## config.mk

```make
export PLATFORM = sky130hd
export DESIGN_NAME = reg_bank8
export DESIGN_NICKNAME = d
export VERILOG_FILES = /design/src/rtl/tiny_cpu_pkg.sv /design/src/rtl/reg_bank8_scan_ctrl.sv /design/src/rtl/reg_bank8.sv
export SDC_FILE = /design/constraint.sdc
export NUM_CORES = 1
export LEC_CHECK = 0
export CAP_MARGIN = 20
export CORE_MARGIN = 4
export CORE_UTILIZATION = 31
export CTS_CLUSTER_DIAMETER = 120
export DETAILED_ROUTE_END_ITERATION = 6
export GPL_ROUTABILITY_DRIVEN = 0
export HOLD_SLACK_MARGIN = 0.08
export MAX_ROUTING_LAYER = met4
export SLEW_MARGIN = 20
export SYNTH_ARGS = -nofsm -noshare
export SYNTH_HDL_FRONTEND = slang
export SYNTH_SLANG_ARGS = --single-unit
```

## constraint.sdc

```tcl
create_clock -name Clk -period 2.68 [get_ports Clk]
set_input_delay 0.268 -clock Clk [delete_from_list [all_inputs] [get_ports Clk]]
set_output_delay 0.268 -clock Clk [all_outputs]
set_load 0.02 [all_outputs]
```

## src/rtl/tiny_cpu_pkg.sv

```systemverilog
// tiny_cpu_pkg: definitions shared by the Tiny-CPU register bank and its
// scan controller.
//   scan_state_e  - scan controller state encoding (IDLE/SCAN/DONE)
//   REG_COUNT     - number of registers feeding the byte mux
//   SEL_W         - width of the mux select
//   HOLD_W        - width of the scan hold counter
//   SEL_LAST      - last select value visited by a scan
//   addr_onehot() - register-address to one-hot write-enable decode
package tiny_cpu_pkg;

  typedef enum logic [1:0] {
    IDLE = 2'd0,
    SCAN = 2'd1,
    DONE = 2'd2
  } scan_state_e;

  localparam int REG_COUNT = 8;
  localparam int SEL_W     = 3;
  localparam int HOLD_W    = 8;

  localparam logic [SEL_W-1:0] SEL_LAST = SEL_W'(REG_COUNT - 1);

  function automatic logic [REG_COUNT-1:0] addr_onehot(input logic [SEL_W-1:0] addr);
    return REG_COUNT'(1) << addr;
  endfunction

endpackage

```

## src/rtl/reg_bank8_scan_ctrl.sv

```systemverilog
// reg_bank8_scan_ctrl: select register, hold counter and scan FSM for the
// register bank.
//   clk, rst     - clock, asynchronous active-high reset
//   sel_load     - load rd_sel into sel (IDLE only)
//   rd_sel       - direct select value
//   scan_start   - begin a 0..7 select scan (IDLE only, beats sel_load)
//   sel          - registered mux select
//   wr_ready     - high in IDLE; gates the write port of the top level
//   scanning     - high in SCAN
//   scan_done    - high for the single DONE cycle that ends a scan
module reg_bank8_scan_ctrl
  import tiny_cpu_pkg::*;
#(
  parameter int SCAN_HOLD = 1
) (
  input  logic             clk,
  input  logic             rst,
  input  logic             sel_load,
  input  logic [SEL_W-1:0] rd_sel,
  input  logic             scan_start,
  output logic [SEL_W-1:0] sel,
  output logic             wr_ready,
  output logic             scanning,
  output logic             scan_done
);

  localparam logic [HOLD_W-1:0] HOLD_LAST = HOLD_W'(SCAN_HOLD - 1);

  scan_state_e       state, state_n;
  logic [SEL_W-1:0]  sel_n;
  logic [HOLD_W-1:0] hold_cnt, hold_cnt_n;

  always_ff @(posedge clk or posedge rst) begin
    if (rst) begin
      state    <= IDLE;
      sel      <= '0;
      hold_cnt <= '0;
    end else begin
      state    <= state_n;
      sel      <= sel_n;
      hold_cnt <= hold_cnt_n;
    end
  end

  always_comb begin
    state_n    = state;
    sel_n      = sel;
    hold_cnt_n = hold_cnt;
    case (state)
      IDLE: begin
        if (scan_start) begin
          state_n    = SCAN;
          sel_n      = '0;
          hold_cnt_n = '0;
        end else if (sel_load) begin
          sel_n = rd_sel;
        end
      end
      SCAN: begin
        if (hold_cnt == HOLD_LAST) begin
          hold_cnt_n = '0;
          // Sel parks on the last register; the scan ends instead of wrapping.
          if (sel == SEL_LAST) begin
            state_n = DONE;
          end else begin
            sel_n = sel + SEL_W'(1);
          end
        end else begin
          hold_cnt_n = hold_cnt + HOLD_W'(1);
        end
      end
      DONE:    state_n = IDLE;
      default: state_n = IDLE;
    endcase
  end

  // Status outputs are pure state decodes, so they follow reset immediately
  // and never depend combinationally on inputs.
  always_comb begin
    wr_ready  = (state == IDLE);
    scanning  = (state == SCAN);
    scan_done = (state == DONE);
  end

endmodule

```

## src/rtl/reg_bank8.sv

```systemverilog
// reg_bank8: eight-entry register bank driving the Tiny-CPU 8-to-1 byte mux.
//   Clk, Reset        - clock, asynchronous active-high reset
//   WrEn/WrAddr/WrData- write port, accepted when WrEn && WrReady at an edge
//   WrReady           - write port ready (IDLE only)
//   RdSel, SelLoad    - direct load of the mux select
//   ScanStart         - step Sel through 0..7, SCAN_HOLD cycles per value
//   A..H              - register contents, to mux data inputs
//   Sel               - registered mux select
//   Scanning/ScanDone - scan in progress / one-cycle end-of-scan pulse
module reg_bank8
  import tiny_cpu_pkg::*;
#(
  parameter int WIDTH     = 8,
  parameter int SCAN_HOLD = 1
) (
  input  logic             Clk,
  input  logic             Reset,
  input  logic             WrEn,
  input  logic [2:0]       WrAddr,
  input  logic [WIDTH-1:0] WrData,
  output logic             WrReady,
  input  logic [2:0]       RdSel,
  input  logic             SelLoad,
  input  logic             ScanStart,
  output logic [WIDTH-1:0] A,
  output logic [WIDTH-1:0] B,
  output logic [WIDTH-1:0] C,
  output logic [WIDTH-1:0] D,
  output logic [WIDTH-1:0] E,
  output logic [WIDTH-1:0] F,
  output logic [WIDTH-1:0] G,
  output logic [WIDTH-1:0] H,
  output logic [2:0]       Sel,
  output logic             Scanning,
  output logic             ScanDone
);

  logic [WIDTH-1:0]     regs [REG_COUNT];
  logic [REG_COUNT-1:0] wr_sel;
  logic                 wr_fire;

  reg_bank8_scan_ctrl #(
    .SCAN_HOLD (SCAN_HOLD)
  ) u_scan_ctrl (
    .clk        (Clk),
    .rst        (Reset),
    .sel_load   (SelLoad),
    .rd_sel     (RdSel),
    .scan_start (ScanStart),
    .sel        (Sel),
    .wr_ready   (WrReady),
    .scanning   (Scanning),
    .scan_done  (ScanDone)
  );

  // WrReady is high only in IDLE, so a write coinciding with ScanStart
  // still lands, while writes during SCAN/DONE are dropped.
  assign wr_fire = WrEn && WrReady;
  assign wr_sel  = wr_fire ? addr_onehot(WrAddr) : '0;

  always_ff @(posedge Clk or posedge Reset) begin
    if (Reset) begin
      for (int i = 0; i < REG_COUNT; i++) regs[i] <= '0;
    end else begin
      for (int i = 0; i < REG_COUNT; i++) begin
        if (wr_sel[i]) regs[i] <= WrData;
      end
    end
  end

  assign A = regs[0];
  assign B = regs[1];
  assign C = regs[2];
  assign D = regs[3];
  assign E = regs[4];
  assign F = regs[5];
  assign G = regs[6];
  assign H = regs[7];

endmodule
```

# --- Yosys cells after proc, flatten, opt, wreduce, memory -nomap -nowiden ---
# Cells that the tools add are included.
classes:
  add_sub_neg: 2
  eq_ne: 8
  n_shift: 1
  n_mux: 13
  reduce_logical: 7
ops:
  columns: ["cell", "n"]
  rows:
  - ["$mux W8", 3]
  - ["$pmux W8 S2", 1]
  - ["$mux W3", 4]
  - ["$add A8 B1 Y8 const B", 1]
  - ["$logic_not A8 Y1", 1]
  - ["$shl A1 B3 Y8 const A", 1]
  - ["$mux W2", 3]
  - ["$ne A2 B1 Y1 const B", 3]
  - ["$pmux W3 S2", 1]
  - ["$pmux W2 S2", 1]
  - ["$reduce_and A4 Y1", 1]
  - ["$add A3 B1 Y3 const B", 1]
  - ["$eq A3 B3 Y1 const B", 1]
  - ["$ne A3 B1 Y1 const B", 1]
  - ["$reduce_and A3 Y1", 1]
  - ["$eq A2 B1 Y1 const B", 1]
  - ["$eq A2 B2 Y1 const B", 1]
  - ["$logic_not A2 Y1", 1]
  - ["$ne A2 B2 Y1 const B", 1]
  - ["$reduce_and A2 Y1", 1]
  - ["$reduce_bool A2 Y1", 1]
  - ["$logic_and A1 B1 Y1", 1]
word_totals:
  regBits: 77
  input_bits: 19
  out_inout_bits: 70
  word_cells: 42

# --- Logic depth before layout (Yosys ltp) ---
# Gate-level depths: netlist of run 1.
depth:
  depth_word: 4
  ltp_mapped: 7
  mapped_depth_nobuf: 6

# --- Cells and area by module ---
# Synthesis of run 1 repeated with hierarchy kept, for this count alone.
unflattened:
  hier_cells: 230
  area_unflattened_um2: 3261.9
by_module_without_submodules:
  columns: ["module", "n_inst", "cells_each", "area_each_um2", "seq_area_each_um2"]
  rows:
  - ["reg_bank8", 1, 144, 2476.1, 1601.5]
  - ["reg_bank8_scan_ctrl", 1, 86, 785.8, 325.3]

# --- Worst setup path before layout of run 1 ---
# OpenSTA, ideal clock, no wires.
synth_path:
  path_kind: "reg2reg"
  startpoint: "reg u_scan_ctrl.state[0]"
  endpoint: "reg regs (netlist bit H[0])"
  setup_ns: 0.125
  arrival_time_ns: 1.984
  t_required_ns: 2.555
  path_slack_ns: 0.571
  path_stages_with_launch: 8
  path_buffers: 3
  period_less_slack_ns: 2.109
  cell_sequence: "dfrtp_1 clkbuf_1 nor2_1 and3_1 clkbuf_1 and3_1 clkbuf_1 mux2_2"
synth_between:
  elab_chain_cells: 3
synth_lines:
  columns: ["item", "line_no", "rtl"]
  rows:
  - ["start: declaration", "reg_bank8_scan_ctrl.sv:29", "scan_state_e state, state_n;"]
  - ["start signal: assignment", "reg_bank8_scan_ctrl.sv:39", "state <= state_n;"]
  - ["$logic_not A2 Y1", "reg_bank8_scan_ctrl.sv:80", "wr_ready = (state == IDLE);"]
  - ["named net WrReady", "reg_bank8.sv:21", "output logic WrReady,"]
  - ["$logic_and A1 B1 Y1", "reg_bank8.sv:58", "assign wr_fire = WrEn && WrReady;"]
  - ["$mux W8", "reg_bank8.sv:59", "assign wr_sel = wr_fire ? addr_onehot(WrAddr) : '0;"]
  - ["end signal: indexed assignment", "reg_bank8.sv:66", "if (wr_sel[i]) regs[i] <= WrData;"]
  - ["end: declaration", "reg_bank8.sv:38", "logic [WIDTH-1:0] regs [REG_COUNT];"]
# The timed path passes the listed nets, and every way through them passes these cells.
# A chain may end at the register's enable or synchronous reset.

# --- Worst setup path after layout of run 1 ---
layout_path:
  startpoint: "reg u_scan_ctrl.hold_cnt[0]"
  endpoint: "reg u_scan_ctrl.sel[2]"
layout_between:
  elab_chain_cells: 3
layout_lines:
  columns: ["item", "line_no", "rtl"]
  rows:
  - ["start: declaration", "reg_bank8_scan_ctrl.sv:31", "logic [HOLD_W-1:0] hold_cnt, hold_cnt_n;"]
  - ["start signal: assignment", "reg_bank8_scan_ctrl.sv:41", "hold_cnt <= hold_cnt_n;"]
  - ["$logic_not A8 Y1", "reg_bank8_scan_ctrl.sv:60", "if (hold_cnt == HOLD_LAST) begin"]
  - ["$ne A2 B1 Y1 (no source line)", null, null]
  - ["$reduce_and A4 Y1 (no source line)", null, null]
  - ["end signal: assignment", "reg_bank8_scan_ctrl.sv:40", "sel <= sel_n;"]
  - ["end: declaration", "reg_bank8_scan_ctrl.sv:21", "output logic [SEL_W-1:0] sel,"]
# Every way passes these cells.

==> impl_metrics.ini, run 1 <==
[min_path]
hold_path.class = in -> async

[power_and_ir_drop]
ir_drop_mv = 0.6189
leakagePower_nw = 1.994
powerDensity_mw_per_mm2 = 1290

[critical_path]
critical_path.max_fanout = 10
path_class = reg -> reg
worst_setup_path_start_kind = register
cp-end-kind = register
cp.required_ns = 2.90
arrival_ns = 2.45

[placed_design]
dpl_cell_area_mm2 = 0.004218
dp_hpwl_mm = 5.515
port_buffers = 88

[clocking]
holdBufCountCts = 0
cts.repair.resized = 0
clock_latency_ns = 0.34
post_cts_buffers = 0
cts_tree = built
cts_max_level = 3
cts_root_buf = clkbuf_8
clockBufferDepth = 2
cts_num_sinks = 77
clkTransAtPathRegs_ns = 0.07
cts-buffers-inserted = 9

[timing]
setup_viol = 0
hold_slack_ns = 0.3294
timing.final.crit_share_pct = 83.18
clock_skew_ns = 0.007424
fin_crit_ns = 2.229
hold_violations = 0
slew_violations = 0
relSlewSlack_pct = 52.25
worstMarginPinSlew_ns = 0.7070
rsz0062_at_grt = false
tns_ns = 0
max_freq_mhz = 448.6

[finish]
area_growth_syn_to_layout_pct = 39.94
seqCellArea_mm2 = 0.001927
fin_nets = 348
antenna_cells = 0
fin_util_pct = 44.93
fill_cells = 918
multi_input_area_mm2 = 0.001182
final_layout_size_suffix_gt1_share_pct = 26.14
stdcell_area_mm2 = 0.004432

[grt]
grt_pass1_vias = 2207
grt_first_pass_wirelength_mm = 12.16
track_usage_pct = 14.06
grt-ovfl-total = 0
antenna_found_initial = 0
grt_max_degree = 78

[synth]
synthXorXnorAreaFrac_pct = 0
synth_compound_area_share_pct = 4.899
synth_top_cell_by_area = dfrtp_1
yosysMostFrequentCell = dfrtp_1
ys_top_cells_by_area = dfrtp_1, mux2_2, nand2_1, ha_1, o21ai_0
syn_area_mm2 = 0.003167
async_reset_ff_share_pct = 100.0
yosys_warnings = 0
synth-seq-cells = 77
synth.top_cell.area_share_pct = 60.85
yosys.area_share.adder_pct = 1.580
synthSimpleGateAreaFrac_pct = 7.388
synth_top_family_by_area = multiplexers
synth-edff-count = 0
synthMuxAreaShare_pct = 23.47
synth_seq_area_share_pct = 60.85
synth_nets = 253
ys.flop_type = dfrtp_1
synth_cell_types = 31
ys_top_cells_by_count = dfrtp_1, mux2_2, nand2_1
synthCells = 230
avgSynthCellArea_um2 = 13.77

[flow_run]
maxCapViolations = 0

[floorplan]
fp.dieArea_mm2 = 0.01190
core-area_mm2 = 0.009864
rows = 36
start_util_pct = 32.10
die_x_um = 109.1
num_io_pins = 89
die_height_um = 109.1

[drt]
antenna_left = 0
vias_per_cell = 4.667
drt_wl_total_mm = 7.851
wl_per_cell_um = 16.99
vias = 2156
dr.pass1.iters = 4
initialDrtViolationCount = 86
drcViolationCount = 0

[outcome]
status = completed
-- through the flow --
stage	std cells	setup slack, ns	total power [mW]
2_1_floorplan	230	0.4453	3.486
3_3_place_gp	447	0.5115	4.776
3_5_place_dp	447	0.4688	4.831
4_1_cts	462	0.4671	5.796
5_1_grt	462	0.3259	6.060
6_report	462	0.4507	5.719
-- registers in the layout, summed over array words and instances, names as in the netlist --
| register | flops |
|---|---|
| u_scan_ctrl.state | 2 |
| G | 8 |
| E | 8 |
| B | 8 |
| u_scan_ctrl.sel | 3 |
| A | 8 |
| u_scan_ctrl.hold_cnt | 8 |
| H | 8 |
| F | 8 |
| D | 8 |
| C | 8 |
-- cells in the final DEF, fill, tap and decap left out, types with 2 or more instances in the layout --
cell type | Yosys | layout
clkdlybuf4s50_1 | 0 | 88
dfrtp_1 | 77 | 77
mux2_2 | 66 | 66
nand2_1 | 16 | 16
clkbuf_8 | 0 | 10
o21ai_0 | 7 | 7
a21oi_1 | 6 | 6
nor2_1 | 5 | 5
and3_1 | 5 | 5
nor2b_1 | 4 | 4
inv_1 | 5 | 4
nand3_1 | 4 | 4
ha_1 | 4 | 4
a31oi_1 | 3 | 3
buf_4 | 0 | 3
nor3_1 | 2 | 2
or3_1 | 2 | 2
or2b_1 | 2 | 2
o31ai_1 | 2 | 2
bufinv_16 | 0 | 2
-- layer usage --
layer | GRT usage (%) | wire (µm) | share of wire, % | vias up
met5 | - | 0 | 0 | -
li1 | - | - | - | 1014
met3 | 3.375 | 370 | 4.7 | 12
met4 | 5.230 | 148 | 1.9 | 0
met1 | 17.90 | 3398 | 43 | 1072
met2 | 21.80 | 3933 | 50 | 58
-- cells by family (layout without fill, tap and decap cells) --
logic type	Yosys count	count (layout)
AO/OA/AOI/OAI	25	25
adder cells (fa/ha/maj)	4	4
buffers and inverters	13	112
multiplexers	66	66
AND/OR/NAND/NOR	45	45
flip-flops	77	77
-- final cells by class --
cell class	count	share of cell area, %
clock buffer	11	3.190
sequential	77	43.48
multi-input combinational	140	26.68
inverter	5	0.4235
tap	133	3.755
clock inverter	4	1.637
timing repair buffer	92	20.84
-- path summary, 6_finish.rpt --
path,startpoint,endpoint,slack (ns),cells after the start
max in group asynchronous,Reset,C[6],2.02,3
setup / recovery,u_scan_ctrl.hold_cnt[0],u_scan_ctrl.sel[2],0.45,6
setup reg to reg,u_scan_ctrl.hold_cnt[0],u_scan_ctrl.sel[2],0.45,6
hold / removal,Reset,u_scan_ctrl.sel[1],0.33,3
hold reg to reg,F[2],F[2],0.50,1
min in group Clk,F[2],F[2],0.50,1
-- power by group --
part           internal [mW]  switching [mW]
clock                  0.544           0.406
sequential              1.72           0.347
combinational           1.42            1.29
total                   3.68            2.04
-- worst max-delay path: stages (launching register included) --
cell and delay, ns:
dfrtp_1 0.43, inv_1 0.07, ha_1 0.13, or4b_1 0.46
o41a_1 0.46, nor2_1 0.22, mux2_2 0.35
(Power assumes the default switching activity.)
==> inputs of run 2 (changes only) <==
==> constraint.sdc (replaced) <==
create_clock -name Clk -period 2 [get_ports Clk]
set_input_delay 0.2 -clock Clk [delete_from_list [all_inputs] [get_ports Clk]]
set_output_delay 0.2 -clock Clk [all_outputs]
set_load 0.02 [all_outputs]
==> run 2 against run 1 <==
Sequential cell count unchanged. Critical endpoint unchanged. Clock power rose by 12%. Register-to-register slack got worse by 0.49 ns. Count of clock-buffer cells in the layout is 1 lower. Sequential share of layout area shrank 1.8 points. The flow now finishes with violations (negative setup slack). Hold slack lost 0.068 ns.
==> impl_metrics.ini, run 2 (synthesis results as in run 1) <==
[grt]
antenna_found_initial = 0
grt_max_degree = 48
track_usage_pct = 14.84
grt-ovfl-total = 0
grt_first_pass_wirelength_mm = 12.72
grt_pass1_vias = 2334

[power_and_ir_drop]
powerDensity_mw_per_mm2 = 1662
finalPower_mw = 7.687
leakagePower_nw = 2.075
ir_drop_mv = 0.7509

[finish]
fill_cells = 904
final_cell_mix = clkdlybuf4s50_1, dfrtp_1, mux2_2
fin_nets = 369
layout_commonest_cell = clkdlybuf4s50_1
stdcell_area_mm2 = 0.004624
antenna_cells = 0
seqCellArea_mm2 = 0.001927
area_growth_syn_to_layout_pct = 46.03
fin_util_pct = 46.88
final_layout_size_suffix_gt1_share_pct = 32.48
multi_input_area_mm2 = 0.001216

[timing]
rsz0062_at_grt = true
setup_viol = 3
hold_violations = 0
fin_crit_ns = 2.042
setup_slack_ns = -0.04219
clock_skew_ns = 0.006199
worstMarginPinSlew_ns = 0.5831
relSlewSlack_pct = 60.80
max_freq_mhz = 489.7
slew_violations = 0
tns_ns = -0.09075
timing.final.crit_share_pct = 102.1

[clocking]
clockBufferDepth = 2
cts-buffers-inserted = 9
clkTransAtPathRegs_ns = 0.08
cts_tree = built
holdBufCountCts = 0
cts_root_buf = clkbuf_8
clock_latency_ns = 0.35
cts_num_sinks = 77
cts_max_level = 3

[placed_design]
dp_hpwl_mm = 5.832
pre_cts_ws_ns = -0.06276
port_buffers = 88
dpl_cell_area_mm2 = 0.004423

[drt]
vias_per_cell = 4.585
initialDrtViolationCount = 74
wl_per_cell_um = 16.64
vias = 2219
dr.pass1.iters = 4
drt_wl_total_mm = 8.053
drcViolationCount = 0
antenna_left = 0

[critical_path]
reg2reg_slack_ns = -0.04
cp-end-kind = register
critical_path.max_fanout = 5
cp.required_ns = 2.24
crit_family = simple AND/OR/NAND/NOR gates
path_class = reg -> reg
timing.rr.start = u_scan_ctrl.hold_cnt[0]
rr_worst_depth = 6
worst_setup_path_start_kind = register
critPathBufInv = 1
arrival_ns = 2.28
crit_chain = inv_2 > ha_4 > or4b_4 > o41a_1 > nor2_4 > mux2_4
timing.rr.end = u_scan_ctrl.sel[2]
cp_slowest_cell = or4b_4
slowest_delay_ns = 0.45

[floorplan]
die_height_um = 109.1
num_io_pins = 89
rows = 36
core-area_mm2 = 0.009864
die_x_um = 109.1
start_util_pct = 32.10
fp.dieArea_mm2 = 0.01190

[min_path]
hold_path.class = in -> async

[flow_run]
maxCapViolations = 0

[outcome]
status = complete, but fails checks
violations = negative setup slack
run 2: changes by cell type in the layout (fill, tap and decap cells not counted), sizes merged:
cell / previous run / this run
inv: 5 / 6
clkinvlp: 1 / 5
clkbuf: 11 / 10
clkdlybuf4s50: 88 / 87
dlygate4sd2: 0 / 1
clkinv: 1 / 0
buf: 4 / 25
bufinv: 2 / 0
run 2: worst register-to-register path, stage by stage (launching register included):
cell and delay (ns):
dfrtp_1 0.39, inv_2 0.07, ha_4 0.11, or4b_4 0.45, o41a_1 0.42, nor2_4 0.17
mux2_4 0.31
run 2: area by class of cell:
class                   count  area share [%]
flip-flops and latches     77           41.67
well taps                 133           3.598
clock buffers              10           2.760
clock inverters             6           1.028
inverters                   5          0.4870
multi-input cells         140           26.30
repair buffers            113           24.16
run 2: power by group:
group | switching [mW] | leakage, nW | internal, mW
Clock | 0.603 | 0.0755 | 0.459
Combinational | 1.82 | 0.999 | 2.07
Sequential | 0.436 | 1.00 | 2.30
Total | 2.86 | 2.08 | 4.83
run 2: metal layers:
metal  vias up  global-route usage (%)  part of all wire [%]
met2        49                   23.16                    50
met1      1100                   18.68                    45
met4         0                   5.410                   1.6
li1       1058                       -                     -
met3        12                   3.789                   3.5
met5         -                       -                     0
run 2: worst max path at each step:
stage                                 start            endpoint  depth (start not counted)
finish              u_scan_ctrl.hold_cnt[0]  u_scan_ctrl.sel[2]                          6
CTS                 u_scan_ctrl.hold_cnt[1]  u_scan_ctrl.sel[2]                          6
floorplan           u_scan_ctrl.hold_cnt[0]  u_scan_ctrl.sel[1]                          7
detailed placement  u_scan_ctrl.hold_cnt[1]  u_scan_ctrl.sel[2]                          6
global route        u_scan_ctrl.hold_cnt[0]  u_scan_ctrl.sel[2]                          6
global placement    u_scan_ctrl.hold_cnt[1]  u_scan_ctrl.sel[1]                          6
run 2: what timing repair did:
item                                    4_1_cts  5_1_grt
endpoints found under the setup margin        4       10
setup buffers                                 1        0
gates resized for setup                       1        6
pin swaps                                     0        2
run 2: per-stage QoR:
stage	hold slack, ns	instances
5_1_grt	0.2688	484
3_3_place_gp	0.4864	467
4_1_cts	0.2561	484
2_1_floorplan	0.3506	230
6_report	0.2613	484
3_5_place_dp	0.4923	467
==> RTL edit, RTL diff (settings of run 2) <==
The 3 states of `scan_state_e` get a one-hot encoding in 3 bits.
--- a/src/rtl/tiny_cpu_pkg.sv
+++ b/src/rtl/tiny_cpu_pkg.sv
@@ -8,10 +8,10 @@
 //   addr_onehot() - register-address to one-hot write-enable decode
 package tiny_cpu_pkg;
 
-  typedef enum logic [1:0] {
-    IDLE = 2'd0,
-    SCAN = 2'd1,
-    DONE = 2'd2
+  typedef enum logic [2:0] {
+    IDLE = 3'b001,
+    SCAN = 3'b010,
+    DONE = 3'b100
   } scan_state_e;
 
   localparam int REG_COUNT = 8;
Function: same outputs for any inputs over 10 cycles, from zero or initial values and one cycle with Reset high; not proved beyond that.
==> RTL edit against run 2 <==
  * Global-route usage shrank 1.0 points
  * Sequential share of layout area is essentially flat
  * Critical path depth fell by 3
  * Sequential cell count up 1
  * Maximum frequency up 7.9%
  * Area after synthesis up 4.2%
  * Via count shrank 2.5%
  * Cell area grew 1.5%
  * Worst hold slack got worse by 0.10 ns
  * Worst setup slack better by 0.15 ns
  * Count of clock-buffer cells in the layout rose by 2
  * Wire length fell by 0.53%
  * Highest routed layer unchanged
Power is not compared: it rests on default switching activity, and its combinational part moved more than twofold at a synthesized area within 25%.
==> RTL edit: results (changes against run 2) <==
Antenna diodes: 0 (unchanged)
Least-Margin Pin Slew: 0.373 ns (-0.210 ns)
Met2 WL: 3850 um (-3.8%)
M1 WL: 3720 um (+2.3%)
Min Hold Slack: 0.159 ns (-0.103 ns)
Htree depth: 3 (unchanged)
DP Area: 4460 um^2 (+0.85%)
Highest routed layer: met4
Multiplexer area fraction after synthesis: 23.8% (+0.37 points)
Post-synth EDFFs: 0 (unchanged)
Clk slew on worst S/H paths: 0.08 ns (about the same)
Post-Place Worst Slack: -0.0227 ns (+0.0401 ns)
Comb power: 0.000115 W
Largest net degree at the start of global routing: 45 (-6.3%)
Vias: 2163 (-2.5%)
Layout Nets: 348 (-5.7%)
Reg2Reg Depth: 5 (-1)
Clk_skew: 0.00741 ns (+0.00122 ns)
All-Layer GR Usage: 13.8% (-1.0 points)
Iter 0 DRT Violations: 57 (-23%)
Grt met2 use: 21.8% (-1.4 points)
Synth Net Count: 242 (-4.3%)
Main area contributors after synthesis: dfrtp_1, mux2_2, mux2_1, nand3b_4, nor3b_4
Met1 usage: 17.7% (-1.0 points)
Setup slack, reg-to-reg: 0.13 ns (+0.17 ns)
Post-synth top cells: dfrtp_1, mux2_2, mux2_1, nand2_1, inv_1
FF-to-FF Start: u_scan_ctrl.state[0]
Drt wl/cell: 17.2 um (+3.5%)
Vias in the first global route: 2429 (+4.1%)
CP max FO: 4 (-1)
Worst Hold Class: in -> async
First-pass GRT wire length: 13100 um (+3.0%)
Status: finished, final reports clean
Synth Area per Inst: 15.1 um^2 (+9.5%)
Fill count: 992 (+9.7%)
R2R Path End: C[7]
Post-synthesis xor/xnor area fraction: 0.531% (+0.53 points)
Port Buffers: 88 (unchanged)
Yosys warnings: 0 (unchanged)
Placed instance count: 449 (-3.9%)
Routed wl met3: 316 um (+12%)
Synth cell types: 40 (+29%)
GR Util met3: 2.95% (-0.84 points)
Final HPWL DP: 5980 um (+2.5%)
Root Driver: clkbuf_8
Via density: 4.65 (+1.5%)
Ratio of cells with drive above 1 in the final layout: 32.8% (+0.35 points)
Post-CTS sizing: 3 (+2)
Post-Synth Adder-Cell Area: 1.52% (-0.064 points)
Crit path DAT: 1.69 ns (-0.59 ns)
Sequential element share of the synthesized area: 59.2% (-1.7 points)
Synth Area in Compound Gates: 2.96% (-1.9 points)
-- RTL edit: worst max path at each step --
stage	start	to	slack, ns
floorplan	u_scan_ctrl.state[0]	C[0]	0.06
global placement	u_scan_ctrl.state[0]	C[7]	0.006
detailed placement	u_scan_ctrl.state[0]	C[1]	-0.02
CTS	u_scan_ctrl.state[0]	G[2]	0.03
global route	u_scan_ctrl.state[2]	ScanDone	0.02
finish	u_scan_ctrl.state[2]	Scanning	0.11
-- RTL edit: worst max-delay path: stages, from the launching register on --
cell           delay, ns
dfrtp_1             0.44
or3b_1              0.46
inv_1               0.12
dlygate4sd2_1       0.34
-- RTL edit: final cells by class --
class / instances / area, um^2 / area share (%)
Timing Repair Buffer: 100 / 1030 / 22.0
Inverter: 5 / 22.5 / 0.480
Clock buffer: 12 / 165 / 3.52
Tap cell: 136 / 170 / 3.63
Sequential cell: 78 / 1950 / 41.6
Multi-Input combinational cell: 131 / 1310 / 27.9
Clock inverter: 3 / 42.5 / 0.906
